[config.mk]
export PLATFORM = sky130hd
export DESIGN_NAME = frame_rd_arbiter
export DESIGN_NICKNAME = d
export VERILOG_FILES = /design/src/rtl/frame_rd_arbiter.sv
export SDC_FILE = /design/constraint.sdc
export NUM_CORES = 1
export LEC_CHECK = 0
export ABC_AREA = 1
export BUFFER_PORTS_ARGS = -buffer_cell sky130_fd_sc_hd__buf_2
export CAP_MARGIN = 10
export CELL_PAD_IN_SITES_DETAIL_PLACEMENT = 0
export CELL_PAD_IN_SITES_GLOBAL_PLACEMENT = 1
export CORE_ASPECT_RATIO = 0.8
export CORE_MARGIN = 2
export CORE_UTILIZATION = 35
export CTS_CLUSTER_DIAMETER = 150
export CTS_CLUSTER_SIZE = 16
export DETAILED_ROUTE_END_ITERATION = 10
export PLACE_DENSITY_LB_ADDON = 0.08
export SYNTH_ARGS = -nofsm -noshare
export SYNTH_HDL_FRONTEND = slang
export SYNTH_SLANG_ARGS = --single-unit
export TNS_END_PERCENT = 1
[constraint.sdc]
create_clock -name clk -period 2.52 [get_ports clk]
set_input_delay 0.378 -clock clk [delete_from_list [all_inputs] [get_ports clk]]
set_output_delay 0.378 -clock clk [all_outputs]
set_load 0.03 [all_outputs]
[src/rtl/frame_rd_arbiter.sv]
`default_nettype none
// ============================================================================
// Module      : frame_rd_arbiter
// Description : Shares the frame-buffer read port between VGA scan-out and a
//               burst-reading processing unit. VGA owns every slot whose
//               pixel lies inside the camera window (vga_win=1). The
//               processing burst uses every remaining slot, so VGA is never
//               stalled.
// Optional    : FRAME_ARB_STATS_EN - when defined, stall_cnt counts the
//               ISSUE cycles lost to VGA slots. It saturates, clears on
//               burst start and holds in IDLE. Otherwise stall_cnt = 0.
// Ports       : clk, rst          - clock and synchronous active-high reset
//               vga_win/vga_addr  - VGA slot ownership and read address
//               vga_data          - VGA pixel, zero after a processing slot
//               burst_start/addr/len - burst request, accepted in IDLE only
//               busy, burst_done  - burst in progress / end-of-burst pulse
//               rd_valid/rd_data/rd_addr - processing read return
//               stall_cnt         - VGA-blocked cycle count (optional)
//               mem_addr/mem_data - RAM read port, 1-cycle read latency
// Revision    : 1.0 - initial release
// ============================================================================
module frame_rd_arbiter #(
  parameter int AW       = 15,
  parameter int DW       = 12,
  parameter int IMA_SIZE = 19200
) (
  input  logic          clk,
  input  logic          rst,
  input  logic          vga_win,
  input  logic [AW-1:0] vga_addr,
  output logic [DW-1:0] vga_data,
  input  logic          burst_start,
  input  logic [AW-1:0] burst_addr,
  input  logic [AW:0]   burst_len,
  output logic          busy,
  output logic          rd_valid,
  output logic [DW-1:0] rd_data,
  output logic [AW-1:0] rd_addr,
  output logic          burst_done,
  output logic [15:0]   stall_cnt,
  output logic [AW-1:0] mem_addr,
  input  logic [DW-1:0] mem_data
);

  localparam logic [AW:0]   c_IMA_LEN  = (AW+1)'(IMA_SIZE);
  localparam logic [AW-1:0] c_PTR_LAST = AW'(IMA_SIZE - 1);
  localparam logic [AW:0]   c_LEN_ONE  = (AW+1)'(1);

  typedef enum logic [1:0] {
    S_IDLE  = 2'd0,
    S_ISSUE = 2'd1,
    S_DRAIN = 2'd2
  } state_t;

  state_t        r_state;
  state_t        w_state_nxt;
  logic          w_proc_slot;
  logic          w_accept;
  logic          w_accept_zero;

  logic [AW-1:0] r_ptr;
  logic [AW:0]   r_remain;
  logic          r_zero_done;
  // Return tag: r_tag_vld stays low until the first slot after reset so the
  // read data outputs come up as zero rather than whatever the RAM returns.
  logic          r_tag_vld;
  logic          r_tag_proc;
  logic [AW-1:0] r_tag_addr;

  logic [AW-1:0] w_start_ptr;
  logic [AW:0]   w_start_len;
  logic [AW-1:0] w_ptr_inc;

  assign w_start_ptr = ({1'b0, burst_addr} >= c_IMA_LEN) ? '0 : burst_addr;
  assign w_start_len = (burst_len > c_IMA_LEN) ? c_IMA_LEN : burst_len;
  assign w_ptr_inc   = (r_ptr == c_PTR_LAST) ? '0 : r_ptr + 1'b1;

  // --------------------------------------------------------------------------
  // FSM: state register
  // --------------------------------------------------------------------------
  always_ff @(posedge clk) begin
    if (rst) begin
      r_state <= S_IDLE;
    end else begin
      r_state <= w_state_nxt;
    end
  end

  // --------------------------------------------------------------------------
  // FSM: next state and slot decode
  // --------------------------------------------------------------------------
  always_comb begin
    w_state_nxt   = r_state;
    w_proc_slot   = 1'b0;
    w_accept      = 1'b0;
    w_accept_zero = 1'b0;
    case (r_state)
      S_IDLE: begin
        if (burst_start) begin
          if (burst_len != '0) begin
            w_accept    = 1'b1;
            w_state_nxt = S_ISSUE;
          end else begin
            w_accept_zero = 1'b1;
          end
        end
      end
      S_ISSUE: begin
        if (!vga_win) begin
          w_proc_slot = 1'b1;
          if (r_remain == c_LEN_ONE) begin
            w_state_nxt = S_DRAIN;
          end
        end
      end
      S_DRAIN: begin
        w_state_nxt = S_IDLE;
      end
      default: begin
        w_state_nxt = S_IDLE;
      end
    endcase
  end

  // --------------------------------------------------------------------------
  // Burst pointer, remaining count and return tag
  // --------------------------------------------------------------------------
  always_ff @(posedge clk) begin
    if (rst) begin
      r_ptr       <= '0;
      r_remain    <= '0;
      r_zero_done <= 1'b0;
      r_tag_vld   <= 1'b0;
      r_tag_proc  <= 1'b0;
      r_tag_addr  <= '0;
    end else begin
      r_zero_done <= w_accept_zero;
      r_tag_vld   <= 1'b1;
      r_tag_proc  <= w_proc_slot;
      r_tag_addr  <= r_ptr;
      if (w_accept) begin
        r_ptr    <= w_start_ptr;
        r_remain <= w_start_len;
      end else if (w_proc_slot) begin
        r_ptr    <= w_ptr_inc;
        r_remain <= r_remain - 1'b1;
      end
    end
  end

  assign mem_addr   = w_proc_slot ? r_ptr : vga_addr;
  assign busy       = (r_state != S_IDLE);
  // The last read returns during DRAIN, so the done pulse lines up with it.
  assign burst_done = (r_state == S_DRAIN) || r_zero_done;
  assign rd_valid   = r_tag_proc;
  assign rd_data    = r_tag_proc ? mem_data : '0;
  assign rd_addr    = r_tag_proc ? r_tag_addr : '0;
  assign vga_data   = (r_tag_vld && !r_tag_proc) ? mem_data : '0;

  // --------------------------------------------------------------------------
  // Optional VGA stall statistics
  // --------------------------------------------------------------------------
`ifdef FRAME_ARB_STATS_EN
  logic [15:0] r_stall_cnt;

  always_ff @(posedge clk) begin
    if (rst) begin
      r_stall_cnt <= '0;
    end else if (w_accept || w_accept_zero) begin
      r_stall_cnt <= '0;
    end else if ((r_state == S_ISSUE) && vga_win && (r_stall_cnt != 16'hFFFF)) begin
      r_stall_cnt <= r_stall_cnt + 16'd1;
    end
  end

  assign stall_cnt = r_stall_cnt;
`else
  assign stall_cnt = '0;
`endif

endmodule
`default_nettype wire
==> results by group <==
Global route
  – Grt total ovfl: 0
  – Vias in the first global route: 3235
  – Global Route met3 Usage: 3.66%
  – Grt met1 use: 30.3%
  – Initial antenna violation count: 0
  – Largest net degree at the start of global routing: 26
  – First-pass GRT wire length: 16500 µm
  – GRT busiest layer: met1
  – GRT Total Usage: 19.3%
  – GR Layer Usage met2: 27.3%

Worst hold path
  – Hold path endpoint: rd_valid
  – Hold path cells: 2
  – Worst Hold Class: in2reg
  – Hold path start: vga_win

Critical path
  – Peak fanout along the critical path: 19
  – CP Launch Type: flip-flop
  – Worst r2r src: r_state[1]
  – Crit-path max cell delay: 0.36 ns
  – Worst R2R Setup Slack: 0.68 ns
  – Critical-path top delay cell: dfxtp_1
  – Critical path class: reg2out
  – Crit path DAT: 1.71 ns
  – CP Capture Type: output port
  – Crit-path cells: inv_2 -> nor3_4 -> inv_1 -> buf_4 -> o21ai_0 -> buf_2
  – FF-to-FF End: r_ptr[13]
  – Critical Path RT: 2.14 ns
  – R2R depth: 9

Layout
  – Final Util: 43.3%
  – Fillcell total: 1117
  – Post-layout instance count excluding filler cells: 866
  – Design area: 4380 µm²
  – Nets: 790
  – Synthesis-to-layout area growth: 22.1%
  – Antenna Cells: 0
  – Share of cells above drive strength 1: 20.2%

Synth
  – Post-synthesis xor/xnor area fraction: 1.71%
  – Post-Synth Simple-Gate Area: 41.3%
  – Number of synthesized flops with an enable pin: 0
  – Synth Area in Compound Gates: 9.14%
  – Adder-cell area share of the yosys netlist: 1.05%
  – Yosys Warn Count: 0
  – Top_reg_cell synth: dfxtp_1
  – Async S/R FF share, synth: 0%
  – Yosys reg bits: 51
  – Synth Area per Inst: 5.82 µm²
  – Mapped Cells: 616
  – Mux share of post-synthesis cell area: 0%
  – Main combinational cell family by area after synthesis: simple AND/OR/NAND/NOR gates
  – Mapped cell area: 3580 µm²
  – Sequential-to-total area share from yosys stat: 28.5%
  – Yosys cell types: 36

Detailed routing
  – Routed length per instance: 12.4 µm
  – Initial DRT Pass Iterations: 5
  – Vias/cell: 4.50
  – DRC violation count after routing: 0
  – Total Wirelength: 10700 µm
  – Routed Antenna Nets: 0
  – DRT iter0 DRCs: 232
  – DR vias: 3894

Clocking
  – Skew-Pair Late Insertion Delay: 0.29 ns
  – Clock transition at path regs: 0.07 ns
  – TritonCTS Sinks: 51
  – Root Driver: clkbuf_16
  – CTS Hold Bufs: 0
  – Post-CTS sizing: 0
  – Bufs on Longest Clock Path: 2
  – Htree depth: 2
  – CTS tree: done
  – Postcts setup bufs: 0
  – CTS buffer count: 5

Pwr
  – Peak supply drop: 0.243 mV
  – LEAKAGE: 2.58 nW
  – PwrDens: 575 nW/µm²

Placement
  – GPL Wtd Cong: 0.859
  – Pre-CTS WS: 0.507 ns
  – Buffers on Ports: 118
  – Cells after DPL: 858
  – Dpl hpwl: 8480 µm
  – Placement Cell Area: 4210 µm²

Run status
  – Status: complete, no violations

Floorplan
  – Top Ports: 135
  – Initial Util: 35.4%
  – Die X: 117 µm
  – Rows: 33
  – Die area: 11100 µm²
  – Core Region: 10100 µm²
  – DIE HEIGHT: 94.5 µm

Timing
  – Setup ws final: 0.431 ns
  – # setup viols final: 0
  – Total negative slack: 0 ns
  – RSZ-0062 raised after global routing: no
  – Worst slew pin tran: 0.578 ns
  – Final Hold Vio Count: 0
  – Clock Skews: 0.00787 ns
  – Min Tclk post-route: 2.09 ns
  – F_max: 0.479 GHz
  – Fin. max-slew vios: 0
  – Max_slew headroom: 61.3%
  – Tcrit/Tclk final: 82.9%

Flow run
  – Max cap viols: 0
[synthesized netlist by cell type, types with 2 or more instances]
cell	number	area, µm²
a21oi_1	13	65.1
buf_1	2	7.51
buf_2	4	20.0
buf_4	18	135
buf_6	2	22.5
clkbuf_1	11	41.3
dfxtp_1	51	1020
ha_1	3	37.5
inv_1	103	387
nand2_1	180	676
nand2_2	2	12.5
nand3_1	47	235
nand3b_1	5	37.5
nand4_1	12	75.1
nor2_1	86	323
nor2_2	3	18.8
nor2_4	2	22.5
nor3_1	5	25.0
nor4_1	2	12.5
o21ai_0	43	215
o21ai_1	2	10.0
xnor2_1	2	17.5
xor2_1	5	43.8
[power by group]
group          switching [mW]  leakage (nW)  internal (mW)  total [mW]
sequential             0.0629         0.419          0.883       0.946
combinational           0.536          2.08          0.243       0.778
clock                   0.318        0.0844          0.474       0.792
total                   0.917          2.58           1.60        2.52
[kinds of logic (layout without fill, tap and decap cells)]
| logic type | after synthesis | count (layout) |
|---|---|---|
| compound gates | 63 | 63 |
| simple gates | 348 | 348 |
| xor+xnor | 7 | 7 |
| flops | 51 | 51 |
| other cells | 1 | 16 |
| buf+inv | 143 | 238 |
| fa+ha+maj | 3 | 3 |
[sequential cells by signal, indices dropped and copies added (netlist names)]
signal       cells
r_ptr           15
r_remain        16
r_state          2
r_tag_addr      15
r_tag_vld        1
r_zero_done      1
rd_valid         1
[final cells by class]
type,count,area [µm²],share of cell area (%)
repair buffers,126,651,14.9
clock inverters,3,47.5,1.09
well taps,140,175,4.00
inverters,104,390,8.92
clock buffers,5,125,2.86
multi-input cells,437,1970,45.0
flip-flops and latches,51,1020,23.3
[critical path: cells and delay by family, from the launching register on]
kind                   cells  cell delay (ns)
and+or+nand+nor            1             0.12
DFF                        1             0.36
AOI/OAI and AO/OA          1             0.19
buffers and inverters      4             0.74
[through the flow]
step	hold slack (ns)	total power, mW
2_1_floorplan	0.444	1.54
3_3_place_gp	0.461	1.74
3_5_place_dp	0.462	1.74
4_1_cts	0.316	2.53
5_1_grt	0.315	2.69
6_report	0.313	2.52
[worst max path at each step]
stage	end	cells after the start	slack [ns]	startpoint
floorplan	mem_addr[10]	5	0.38	vga_win
global placement	r_ptr[13]	10	0.53	burst_len[7]
detailed placement	r_ptr[13]	10	0.51	burst_len[7]
CTS	mem_addr[12]	6	0.41	r_state[0]
global route	mem_addr[12]	6	0.27	r_state[0]
finish	mem_addr[12]	6	0.43	r_state[0]
[routing by layer]
| layer | vias up | routed length, µm |
|---|---|---|
| met5 | - | 0 |
| met4 | 0 | 66 |
| met3 | 4 | 784 |
| met2 | 156 | 3960 |
| met1 | 1656 | 5900 |
| li1 | 2078 | - |
[cells in the final DEF, fill, tap and decap left out, types with 3 or more instances in the layout]
cell type / n
nor2_1: 86
nand3b_1: 5
nand2_1: 180
buf_4: 8
ha_1: 3
nor2_2: 3
nor3_1: 5
xor2_1: 5
nand3_1: 47
nand4_1: 12
conb_1: 16
dfxtp_1: 51
clkbuf_16: 5
buf_2: 118
inv_1: 103
o21ai_0: 43
a21oi_1: 13
Power figures use the tool's default switching activity.
